==> src/rtl/seq_bw_multiplier_if.sv <==
// seq_bw_multiplier_if: operand/result bundle for the sequential Baugh-Wooley multiplier
interface seq_bw_multiplier_if #(parameter int N = 8);
  logic start;
  logic signed_mode;
  logic [N-1:0] A;
  logic [N-1:0] B;
  logic [2*N-1:0] AB;
  logic busy;
  logic done;
  modport master (output start, signed_mode, A, B, input AB, busy, done);
  modport slave (input start, signed_mode, A, B, output AB, busy, done);
endinterface

==> src/rtl/seq_bw_multiplier.sv <==
// seq_bw_multiplier: one partial-product row per cycle, signed (Baugh-Wooley) or unsigned
module seq_bw_multiplier #(parameter int N = 8) (
  input logic clk,
  input logic rst,
  seq_bw_multiplier_if.slave bus
);
  localparam int CW = $clog2(N);
  localparam logic [N-1:0] MASK_MID = {1'b1, {(N-1){1'b0}}};
  localparam logic [N-1:0] MASK_LAST = {1'b0, {(N-1){1'b1}}};
  // 2^(2N-1) + 2^N folds all the sign-row corrections into one constant
  localparam logic [2*N-1:0] BW_K = {1'b1, {(N-2){1'b0}}, 1'b1, {N{1'b0}}};
  typedef enum logic [1:0] {IDLE, CALC, DONE} state_t;
  state_t state;
  logic [N-1:0] a_r, b_r, pp, row;
  logic sgn_r, last;
  logic [CW-1:0] cnt;
  logic [2*N-1:0] acc, addend;
  always_comb begin
    last = cnt == CW'(N-1);
    pp = a_r & {N{b_r[cnt]}};
    row = sgn_r ? pp ^ (last ? MASK_LAST : MASK_MID) : pp;
    addend = ({{N{1'b0}}, row} << cnt) + ((sgn_r && cnt == '0) ? BW_K : '0);
  end
  always_ff @(posedge clk) begin
    if (rst) begin
      state <= IDLE;
      a_r <= '0;
      b_r <= '0;
      sgn_r <= 1'b0;
      cnt <= '0;
      acc <= '0;
      bus.AB <= '0;
      bus.busy <= 1'b0;
      bus.done <= 1'b0;
    end else begin
      bus.done <= 1'b0;
      case (state)
        IDLE: if (bus.start) begin
          a_r <= bus.A;
          b_r <= bus.B;
          sgn_r <= bus.signed_mode;
          acc <= '0;
          cnt <= '0;
          bus.busy <= 1'b1;
          state <= CALC;
        end
        CALC: begin
          acc <= acc + addend;
          cnt <= last ? cnt : cnt + 1'b1;
          state <= last ? DONE : CALC;
        end
        DONE: begin
          bus.AB <= acc;
          bus.done <= 1'b1;
          bus.busy <= 1'b0;
          state <= IDLE;
        end
        default: state <= IDLE;
      endcase
    end
  end
endmodule
==> src/flat_wrapper.sv <==
// flat-port wrapper written by rule: the top's interface ports become plain ports
module seq_bw_multiplier_flat 
#(parameter int N = 8)
  (clk, rst, bus_start, bus_signed_mode, bus_A, bus_B, bus_AB, bus_busy, bus_done);
  seq_bw_multiplier_if #(.N(N)) bus_i ();
  input logic clk;
  input logic rst;
  input wire logic [$bits(bus_i.start)-1:0] bus_start;
  input wire logic [$bits(bus_i.signed_mode)-1:0] bus_signed_mode;
  input wire logic [$bits(bus_i.A)-1:0] bus_A;
  input wire logic [$bits(bus_i.B)-1:0] bus_B;
  output wire logic [$bits(bus_i.AB)-1:0] bus_AB;
  output wire logic [$bits(bus_i.busy)-1:0] bus_busy;
  output wire logic [$bits(bus_i.done)-1:0] bus_done;
  assign bus_i.start = bus_start;
  assign bus_i.signed_mode = bus_signed_mode;
  assign bus_i.A = bus_A;
  assign bus_i.B = bus_B;
  assign bus_AB = bus_i.AB;
  assign bus_busy = bus_i.busy;
  assign bus_done = bus_i.done;
  seq_bw_multiplier #(.N(N)) u_core (.clk(clk), .rst(rst), .bus(bus_i));
endmodule
==> config.mk <==
export PLATFORM = sky130hd
export DESIGN_NAME = seq_bw_multiplier_flat
export DESIGN_NICKNAME = d
export VERILOG_FILES = /design/src/rtl/seq_bw_multiplier_if.sv /design/src/rtl/seq_bw_multiplier.sv /design/src/flat_wrapper.sv
export SDC_FILE = /design/constraint.sdc
export NUM_CORES = 1
export LEC_CHECK = 0
export CAP_MARGIN = 20
export CORE_AREA = 5 5 83 85
export CTS_BUF_LIST = sky130_fd_sc_hd__clkbuf_8
export CTS_CLUSTER_SIZE = 8
export DETAILED_ROUTE_END_ITERATION = 12
export DIE_AREA = 0 0 88 90
export PLACE_DENSITY = 0.78
export SETUP_SLACK_MARGIN = 0.1
export SYNTH_ARGS = -nofsm -noshare
export SYNTH_HDL_FRONTEND = slang
export SYNTH_SLANG_ARGS = --single-unit
==> constraint.sdc <==
create_clock -name clk -period 5.3 [get_ports clk]
set_input_delay 1.59 -clock clk [delete_from_list [all_inputs] [get_ports clk]]
set_output_delay 1.59 -clock clk [all_outputs]
set_load 0.02 [all_outputs]
# [Word-level counts from Yosys, hierarchy flattened]
# Cells that the tools add are included.
[word_totals] ff_bits=56 input_bits=20 word_cells=46
[classes] addsub=3 magnitude_cmp=1 n_eq_ne=5 shifts=1 n_mux=16 bitwise=2 reduce_logical=9
[ops] cell="$add 16x16->16" count=2
[ops] cell="$mux 16" count=2
[ops] cell="$pmux 16 s2" count=1
[ops] cell="$mux 8" count=2
[ops] cell="$shl 8x3->16" count=1
[ops] cell="$and 8x8->8" count=1
[ops] cell="$xor 8x8->8" count=1
[ops] cell="$mux 3" count=2
[ops] cell="$pmux 3 s2" count=1
[ops] cell="$reduce_and 2->1" count=3
[ops] cell="$lt 3x4->1 const B" count=1
[ops] cell="$mux 2" count=2
[ops] cell="$ne 2x2->1 const B" count=2
[ops] cell="$pmux 2 s2" count=1
[ops] cell="$reduce_bool 2->1" count=2
[ops] cell="$add 3x1->3 const B" count=1
[ops] cell="$bmux 1 s3" count=1
[ops] cell="$eq 3x3->1 const B" count=1
[ops] cell="$logic_not 3->1" count=1
[ops] cell="$mux 1" count=3
[ops] cell="$reduce_and 3->1" count=1
[ops] cell="$eq 2x1->1 const B" count=1
[ops] cell="$eq 2x2->1 const B" count=1
[ops] cell="$logic_not 2->1" count=1
[ops] cell="other kinds (2)" count=2

# [Logic depth before layout (Yosys ltp)]
# Gate-level depths: netlist of run 1.
[logic_depth] word_depth=9 depth_mapped=17

# [Worst setup path before layout of run 1]
# No wires, ideal clock.
[synth_path] path_kind="reg2reg" from="reg u_core.cnt[0]" to="reg u_core.acc[12]" t_arrival_ns=3.843 path_slack_ns=1.330 path_stages_with_launch=18 n_path_buf=3 synth_period_minus_slack_ns=3.970 path_cell_list="dfxtp_1 -> buf_6 -> mux4_2 -> mux2_4 -> buf_6 -> o21ai_0 -> a22oi_2 -> o21ai_1 -> nor2_1 -> ha_1 -> ha_1 -> a211oi_1 -> o21ai_1 -> a2111oi_0 -> or3_1 -> buf_2 -> a2111oi_0 -> or3b_1"
[synth_between] elab_chain_len=9 elab_cells_between_ends=14
[synth_lines] element="start, declared" line_no="seq_bw_multiplier.sv:16" rtl="logic [CW-1:0] cnt;"
[synth_lines] element="start signal, assigned" line_no="seq_bw_multiplier.sv:49" rtl="cnt <= last ? cnt : cnt + 1'b1;"
[synth_lines] element="$bmux 1 s3" line_no="seq_bw_multiplier.sv:20" rtl="pp = a_r & {N{b_r[cnt]}};"
[synth_lines] element="$mux 1 (not written as such)" line_no="seq_bw_multiplier.sv:20"
[synth_lines] element="$and 8x8->8" line_no="seq_bw_multiplier.sv:20"
[synth_lines] element="$xor 8x8->8" line_no="seq_bw_multiplier.sv:21" rtl="row = sgn_r ? pp ^ (last ? MASK_LAST : MASK_MID) : pp;"
[synth_lines] element="$mux 8" line_no="seq_bw_multiplier.sv:21"
[synth_lines] element="$shl 8x3->16" line_no="seq_bw_multiplier.sv:22" rtl="addend = ({{N{1'b0}}, row} << cnt) + ((sgn_r && cnt == '0) ? BW_K : '0);"
[synth_lines] element="$add 16x16->16 *" line_no="seq_bw_multiplier.sv:22"
[synth_lines] element="$add 16x16->16 *" line_no="seq_bw_multiplier.sv:48" rtl="acc <= acc + addend;"
[synth_lines] element="$pmux 16 s2 *" line_no="seq_bw_multiplier.sv:37" rtl="case (state)"
[synth_lines] element="end signal, assigned" line_no="seq_bw_multiplier.sv:48"
[synth_lines] element="end, declared" line_no="seq_bw_multiplier.sv:17" rtl="logic [2*N-1:0] acc, addend;"
# Mark *: on every way between the ends. The rest lies on a longest branch, timed or not. The select of a mux whose other input is x is not followed.
# A chain may end at the register's enable or synchronous reset.

# [Worst setup path in the final report of run 1]
# Same ends and word-level chain as after synthesis.

==> flow_metrics.tcl, run 1 <==
set metrics [dict create \
    post_cts_resized 0 \
    rsz0062_at_grt "no" \
    period_minus_slack_ns 4.591 \
    timing.fmax_mhz 217.8 \
    clock_latency_ns 0.30 \
    hold_viol 0 \
    yosys.area.top_type_share 0.3261 \
    r2r-start "u_core.cnt[0]" \
    rows 29 \
    fin_crit_sh 0.8662 \
    clkTransAtPathRegs_ns 0.09 \
    worstMarginPinSlew_ns 0.8202 \
    fin_nets 491 \
    synth_area_per_cell_um2 8.345 \
    min_path_type "flip-flop to flip-flop" \
    dp_slack_ns 0.7429 \
    hold_buffers 0 \
    finalSetupViolations 0 \
    cp_data_arrival_time_ns 4.78 \
    grt_pass1_vias 2878 \
    hold_ws_ns 0.4557 \
    ir_drop_mv 0.1317 \
    vias 2951 \
    cellPowerDensity_nw_per_um2 192.6 \
    slowest_delay_ns 0.64 \
    tns_ns 0 \
    drv_slew 0 \
    synth_top_family_by_area "compound AO/OA/AOI/OAI gates" \
    syn_area_um2 3438 \
    first_pass_iters 5 \
    startpoint "u_core.cnt[0]" \
    wl_per_cell_um 14.66 \
    grt_max_degree 27 \
    die_h_um 90 \
    root_buffer "clkbuf_8" \
    die_x_um 88 \
    synth_compound_area_frac 0.2424 \
    viasPerCell 5.730 \
    leakage_uw 0.001680 \
    relSlewSlack 0.4490 \
    status "finished, final reports clean" \
    endpoint_kind "flip-flop" \
    grt_pass1_wl_mm 12.89 \
    cts.sinks 56 \
    synth.net_count 465 \
    setup_ws_ns 0.7093 \
    hold_start "u_core.b_r[6]" \
    dp_hpwl_mm 5.863 \
    synthCells 412 \
    io_pins 38 \
    cts_max_path_buffers 2 \
    yosys-top-cells-count "nand2_1 (72), dfxtp_1 (56), a21oi_1 (36)" \
    synth_area_leaders "dfxtp_1 (33%), ha_1 (11%), nand2_1 (7.9%), a21oi_1 (5.2%), a22o_1 (4.3%)" \
    cp-start-kind "flip-flop" \
    antenna_found_initial 0 \
    core_area_um2 6132 \
    path_cells "mux4_2, mux2_4, a41o_1, a22oi_2, o21ai_1, nor2_1, ha_1, ha_1, a211oi_1, o21ai_1, a2111oi_0, or3_1, a2111oi_0, or3b_1" \
    ys.flop_type "dfxtp_1" \
    path_max_fanout 17 \
    yosysWarnings 0 \
    post_cts_buffers 0 \
    seq_area_um2 1121 \
    cts_tree "done" \
    final.setup_skew_ns 0.01059 \
    required_ns 5.49 \
    port_buffers 37 \
    synth_most_common_cell "nand2_1" \
    synth_edf_count 0 \
    drt_iter0_drc 150 \
    slowest_stage "dfxtp_1" \
    start_util 0.5607 \
    yosys.area.top_type "dfxtp_1" \
    drc 0 \
    totalWireLength_mm 7.550 \
    cap_violations 0 \
    yosysUniqueCellTypes 54 \
    place.gp.congestion 0.8941 \
    seq_area_frac_synth 0.3261 \
    layout-drive-gt1-share 0.06164 \
    insertedDiodeCount 0 \
    cts_made_buffers 5 \
    yosys.area_share.simple 0.1754 \
    antenna_left 0 \
    ys_async_sr_fraction 0 \
    ys_seq_elements 56 \
    synth_mux_area_frac 0.04840 \
    htree_levels 2 \
    synthAdderAreaFrac 0.1245 \
    die_area_um2 7920 \
    area_growth_pct 14.45 \
    crit_type "flip-flop to flip-flop" \
    overflow 0 \
    num-fill-cells 556 \
    synth-xor-area-share 0.04076 \
    multi_input_area_um2 2176 \
    grt_use_total 0.1971 \
]
[flip-flops by register name (all words and copies together), names as in the netlist]
register and count:
u_core.b_r 8, u_core.bus.busy 1, u_core.acc 16, u_core.sgn_r 1, u_core.a_r 8, u_core.state 2
u_core.bus.AB 16, u_core.cnt 3, u_core.bus.done 1
[per-layer routing]
metal	vias to the layer above	global-route usage	wire length [um]
li1	1515	-	-
met1	1364	0.2493	3412
met2	65	0.3423	3706
met3	7	0.03382	367
met4	0	0.04731	63
met5	-	0	0
[layout make-up]
| cell class | count | share of cell area |
|---|---|---|
| Sequential cell | 56 | 0.2849 |
| Inverter | 7 | 0.006677 |
| Multi-Input combinational cell | 322 | 0.5529 |
| Timing Repair Buffer | 46 | 0.1113 |
| Tap cell | 77 | 0.02448 |
| Clock buffer | 5 | 0.01749 |
| Clock inverter | 2 | 0.002226 |
[stage by stage]
stage	util	total power [uW]	instances	cell area (um^2)
6_report	0.6417	758.0	515	3935
5_1_grt	0.6417	794.1	515	3935
4_1_cts	0.6405	766.8	514	3928
3_5_place_dp	0.6278	547.2	507	3850
3_3_place_gp	0.6278	545.1	507	3850
2_1_floorplan	-	515.5	412	3438
[final timing paths]
check / slack (ns) / cells after the start / end
worst min register to register: 0.46 / 2 / u_core.b_r[6]
worst max register to register: 0.71 / 14 / u_core.acc[12]
worst max-delay path: 0.71 / 14 / u_core.acc[12]
worst min-delay path: 0.46 / 2 / u_core.b_r[6]
[logic make-up after synthesis]
| family | Yosys count |
|---|---|
| simple gates | 139 |
| compound gates | 122 |
| flops | 56 |
| buf+inv | 34 |
| fa+ha+maj | 33 |
| xor+xnor | 16 |
| mux | 12 |
[layout by cell type (no fill, tap or decap), types with 3 or more instances in the layout]
master and n:
xor2_1 9, dfxtp_1 56, o21ai_0 19, a22oi_1 8, mux2_2 3, mux2i_1 5
o21ai_1 6, nor2_1 32, nor2b_1 7, a211oi_1 4, clkbuf_8 5, nand3_1 8
a22o_1 17, mux4_2 3, inv_1 7, clkdlybuf4s50_1 37, buf_4 9, ha_1 31
a21o_1 7, and3_1 3, nand2_1 72, a21oi_1 36, nor3_1 3, o21a_1 4
xnor2_1 7
[power by group]
part / switching (uW) / leakage (uW) / total, uW / internal (uW)
Clock: 132 / 0.0000452 / 220 / 88.5
Combinational: 51.5 / 0.00118 / 95.2 / 43.8
Sequential: 11.9 / 0.000455 / 443 / 431
[worst max-delay path, delay by kind of cell (launching register included)]
family	cells	cell delay, ns
compound gates	7	1.48
flops	1	0.64
fa+ha+maj	2	0.59
mux	2	0.97
simple gates	3	0.79
(Power assumes the default switching activity.)
==> run 2, diff against run 1 <==
- CTS_BUF_LIST: sky130_fd_sc_hd__clkbuf_8 -> sky130_fd_sc_hd__clkbuf_2 sky130_fd_sc_hd__clkbuf_4 sky130_fd_sc_hd__clkbuf_8
- CTS_CLUSTER_DIAMETER: default -> 80
==> run 2 against run 1 <==
Cell count did not move. Clock-buffer cell count rose by 1. Sequential share of layout area barely moved. Sequential power barely moved.
==> flow_metrics.tcl, run 2 (synthesized netlist as in run 1, its figures left out) <==
set metrics [dict create \
    status "finished, final reports clean" \
    path_cells "mux4_2, mux2_4, a41o_1, a22oi_2, o21ai_1, nor2_1, ha_1, ha_1, a211oi_1, o21ai_1, a2111oi_0, or3_1, a2111oi_0, or3b_1" \
    cp-start-kind "flip-flop" \
    final_cell_area_um2 3939 \
    drc 0 \
    cts_made_buffers 5 \
    die_x_um 88 \
    die_h_um 90 \
    grt_pass1_wl_mm 12.94 \
    fin_crit_sh 0.8650 \
    die_area_um2 7920 \
    top_regs "u_core.acc x16, u_core.bus.AB x16" \
    post_dp_cell_area_um2 3850 \
    antenna_left 0 \
    drv_slew 0 \
    crit_type "flip-flop to flip-flop" \
    timing.fmax_mhz 218.1 \
    cts_tree "done" \
    slowest_delay_ns 0.64 \
    insertedDiodeCount 0 \
    root_buffer "clkbuf_8" \
    dp_hpwl_mm 5.863 \
    start_util 0.5607 \
    htree_levels 2 \
    cts_max_path_buffers 2 \
    hold_buffers 0 \
    overflow 0 \
    critical_path_buf_inv_count 0 \
    wl_per_cell_um 14.70 \
    drt_iter0_drc 130 \
    viasPerCell 5.730 \
    leakage_uw 0.001679 \
    fin_nets 491 \
    area_growth_pct 14.56 \
    port_buffers 37 \
    cts.sinks 56 \
    grt_pass1_vias 2882 \
    required_ns 5.49 \
    layout-drive-gt1-share 0.06393 \
    hold_viol 0 \
    post_cts_buffers 0 \
    worstMarginPinSlew_ns 0.8242 \
    grt_max_degree 27 \
    clock_latency_ns 0.30 \
    cap_violations 0 \
    totalWireLength_mm 7.569 \
    cellPowerDensity_nw_per_um2 193.7 \
    final_cell_mix "nand2_1 (72), dfxtp_1 (56), clkdlybuf4s50_1 (37), a21oi_1 (36), nor2_1 (32)" \
    core_area_um2 6132 \
    num-fill-cells 555 \
    cp_data_arrival_time_ns 4.77 \
    tns_ns 0 \
    rsz0062_at_grt "no" \
    clkTransAtPathRegs_ns 0.09 \
    ir_drop_mv 0.1312 \
    io_pins 38 \
    first_pass_iters 4 \
    grt_use_total 0.1980 \
    layout_commonest_cell "nand2_1" \
    post_cts_resized 0 \
    rows 29 \
    min_path_type "flip-flop to flip-flop" \
    final.setup_skew_ns 0.006759 \
    period_minus_slack_ns 4.585 \
    endpoint_kind "flip-flop" \
    relSlewSlack 0.4463 \
    place.gp.congestion 0.8941 \
    path_max_fanout 17 \
    finalSetupViolations 0 \
    reg2reg_slack_ns 0.72 \
    antenna_found_initial 0 \
    slowest_stage "dfxtp_1" \
    crit_family "compound AO/OA/AOI/OAI gates" \
    vias 2951 \
]
## run 2: changes by cell type in the layout (fill, tap and decap cells not counted), sizes merged
cell	before	now
clkbuf	5	6
inv	7	6
## run 2: metal layers
metal,up-vias,wire length [um],global-route usage
met5,-,0,0
met4,0,43,0.04731
met3,6,310,0.03382
met2,53,3746,0.3423
met1,1375,3468,0.2521
li1,1517,-,-
## run 2: worst reg2reg max path: stages (launching register included)
cell and delay (ns):
dfxtp_1 0.64, mux4_2 0.60, mux2_4 0.37, a41o_1 0.27
a22oi_2 0.12, o21ai_1 0.10, nor2_1 0.11, ha_1 0.27
ha_1 0.32, a211oi_1 0.30, o21ai_1 0.15, a2111oi_0 0.39
or3_1 0.30, a2111oi_0 0.13, or3b_1 0.37
## run 2: through the flow
stage            util  std cells  hold WS [ns]  power (uW)  setup WS [ns]
2_1_floorplan       -        412        0.4331       515.5          1.330
6_report       0.6423        515        0.4557       763.1         0.7153
5_1_grt        0.6423        515        0.4859       801.2         0.2471
3_5_place_dp   0.6278        507        0.4463       547.2         0.7429
4_1_cts        0.6411        514        0.4604       773.9         0.7165
3_3_place_gp   0.6278        507        0.4468       545.1         0.8967
## run 2: final cells by class
class	instances	area [um^2]	share of cell area
Clock buffer	6	76.32	0.01938
Clock inverter	1	5.005	0.001271
Inverter	7	26.28	0.006671
Multi-Input combinational cell	322	2176	0.5524
Sequential cell	56	1121	0.2846
Tap cell	77	96.34	0.02446
Timing Repair Buffer	46	437.9	0.1112
## run 2: path summary, 6_finish.rpt
path                 startpoint        endpoint  depth (start not counted)
setup / recovery  u_core.cnt[0]  u_core.acc[12]                         14
hold / removal    u_core.b_r[6]   u_core.b_r[6]                          2
setup reg to reg  u_core.cnt[0]  u_core.acc[12]                         14
hold reg to reg   u_core.b_r[6]   u_core.b_r[6]                          2
## run 2: power breakdown
group | internal [uW] | switching (uW)
sequential | 431 | 12.0
clock | 95.5 | 130
combinational | 43.7 | 51.5
==> run 3, diff against run 2 <==
- ABC_CLOCK_PERIOD_IN_PS: default -> 5300
- MAX_ROUTING_LAYER: default -> met4
- SLEW_MARGIN: default -> 25
==> run 3 against run 2 <==
Sequential power hardly changed. Power is 2.1% higher. Fmax is 1.1% lower. Design area is 0.16% higher. Cell count stayed put. Routed wire length is 0.33% higher. Register-to-register slack worse by 0.05 ns. Worst hold slack better by 0.0086 ns. First-iteration DRC count is 22% higher. Clock power is 8% higher. Sequential share of layout area hardly changed.
==> flow_metrics.tcl, run 3 (synthesized netlist as in run 1, its figures left out) <==
set metrics [dict create \
    status "finished, final reports clean" \
    cts_tree "done" \
    drc 0 \
    fin_crit_sh 0.8744 \
    wl_per_cell_um 14.75 \
    layout_commonest_cell "nand2_1" \
    cts.sinks 56 \
    layout-drive-gt1-share 0.06621 \
    grt_max_degree 27 \
    cellPowerDensity_nw_per_um2 197.5 \
    rsz0062_at_grt "no" \
    crit_family "compound AO/OA/AOI/OAI gates" \
    finalSetupViolations 0 \
    clock_latency_ns 0.31 \
    period_minus_slack_ns 4.634 \
    ir_drop_mv 0.1313 \
    hold_viol 0 \
    io_pins 38 \
    insertedDiodeCount 0 \
    leakage_uw 0.001681 \
    path_cells "mux4_2, mux2_4, a41o_1, a22oi_2, o21ai_1, nor2_1, ha_1, ha_1, a211oi_1, o21ai_1, a2111oi_0, or3_1, a2111oi_0, or3b_1" \
    hold_buffers 0 \
    grt_pass1_vias 2923 \
    min_path_type "flip-flop to flip-flop" \
    htree_levels 2 \
    area_growth_pct 14.74 \
    dp_hpwl_mm 5.832 \
    final.setup_skew_ns 0.005663 \
    final_cell_mix "nand2_1 (72), dfxtp_1 (56), clkdlybuf4s50_1 (37), a21oi_1 (36), nor2_1 (32)" \
    cts_made_buffers 5 \
    antenna_found_initial 0 \
    rows 29 \
    clkTransAtPathRegs_ns 0.09 \
    drv_slew 0 \
    post_cts_resized 0 \
    viasPerCell 5.823 \
    cp_data_arrival_time_ns 4.84 \
    drt_iter0_drc 159 \
    totalWireLength_mm 7.594 \
    vias 2999 \
    crit_type "flip-flop to flip-flop" \
    core_area_um2 6132 \
    critical_path_buf_inv_count 0 \
    first_pass_iters 5 \
    endpoint_kind "flip-flop" \
    place.gp.congestion 0.9073 \
    top_regs "u_core.acc x16, u_core.bus.AB x16" \
    start_util 0.5607 \
    grt_use_total 0.2074 \
    root_buffer "clkbuf_8" \
    overflow 0 \
    antenna_left 0 \
    cts_max_path_buffers 2 \
    worstMarginPinSlew_ns 0.8623 \
    slowest_delay_ns 0.62 \
    cap_violations 0 \
    cp-start-kind "flip-flop" \
    tns_ns 0 \
    required_ns 5.50 \
    fin_nets 490 \
    grt_pass1_wl_mm 13.19 \
    slowest_stage "dfxtp_1" \
    path_max_fanout 17 \
    relSlewSlack 0.4207 \
    die_h_um 90 \
    die_x_um 88 \
    post_cts_buffers 0 \
    timing.fmax_mhz 215.8 \
    port_buffers 37 \
    die_area_um2 7920 \
    fin_util 0.6433 \
]
## run 3: cell count changes in the layout (fill, tap and decap cells not counted), sizes merged
cell / before / now
buf: 9 / 8
clkinv: 2 / 3
## run 3: metrics by stage
step           total power, uW  hold WS, ns  cells  instance area [um^2]  setup WS (ns)
6_report                 779.0       0.4643    515                  3945         0.6658
5_1_grt                  814.1       0.4916    515                  3945         0.1993
4_1_cts                  788.4       0.4669    515                  3943         0.7059
3_5_place_dp             547.7       0.4532    507                  3850         0.7236
3_3_place_gp             545.6       0.4468    507                  3850         0.9218
2_1_floorplan            515.5       0.4331    412                  3438          1.330
## run 3: metal layers
metal	track usage	share of wire	up-vias
met4	0.05371	0.012	0
met3	0.03016	0.043	10
met1	0.2507	0.46	1396
met2	0.3562	0.49	74
met5	-	0	-
li1	-	-	1519
## run 3: area by class of cell
cell class	count	area [um^2]
multi-input cells	322	2178
fillers	529	2187
repair buffers	45	430.4
clock buffers	6	82.58
clock inverters	2	10.01
inverters	7	26.28
flip-flops and latches	56	1121
well taps	77	96.34
## run 3: final timing paths
kind / startpoint / end / slack, ns / depth (start not counted)
worst min register to register: u_core.b_r[4] / u_core.b_r[4] / 0.46 / 2
worst min-delay path: u_core.b_r[4] / u_core.b_r[4] / 0.46 / 2
worst max-delay path: u_core.cnt[0] / u_core.acc[12] / 0.67 / 14
worst max register to register: u_core.cnt[0] / u_core.acc[12] / 0.67 / 14
## run 3: worst register-to-register path: cells and delay by family, from the launching register on
family	cells	cell delay (ns)
fa+ha+maj	2	0.58
compound gates	7	1.58
simple gates	3	0.79
flops	1	0.62
mux	2	0.97
## run 3: report_power, final
part	switching [uW]	internal [uW]
logic	51.4	43.1
registers	12.0	431
clock network	137	105
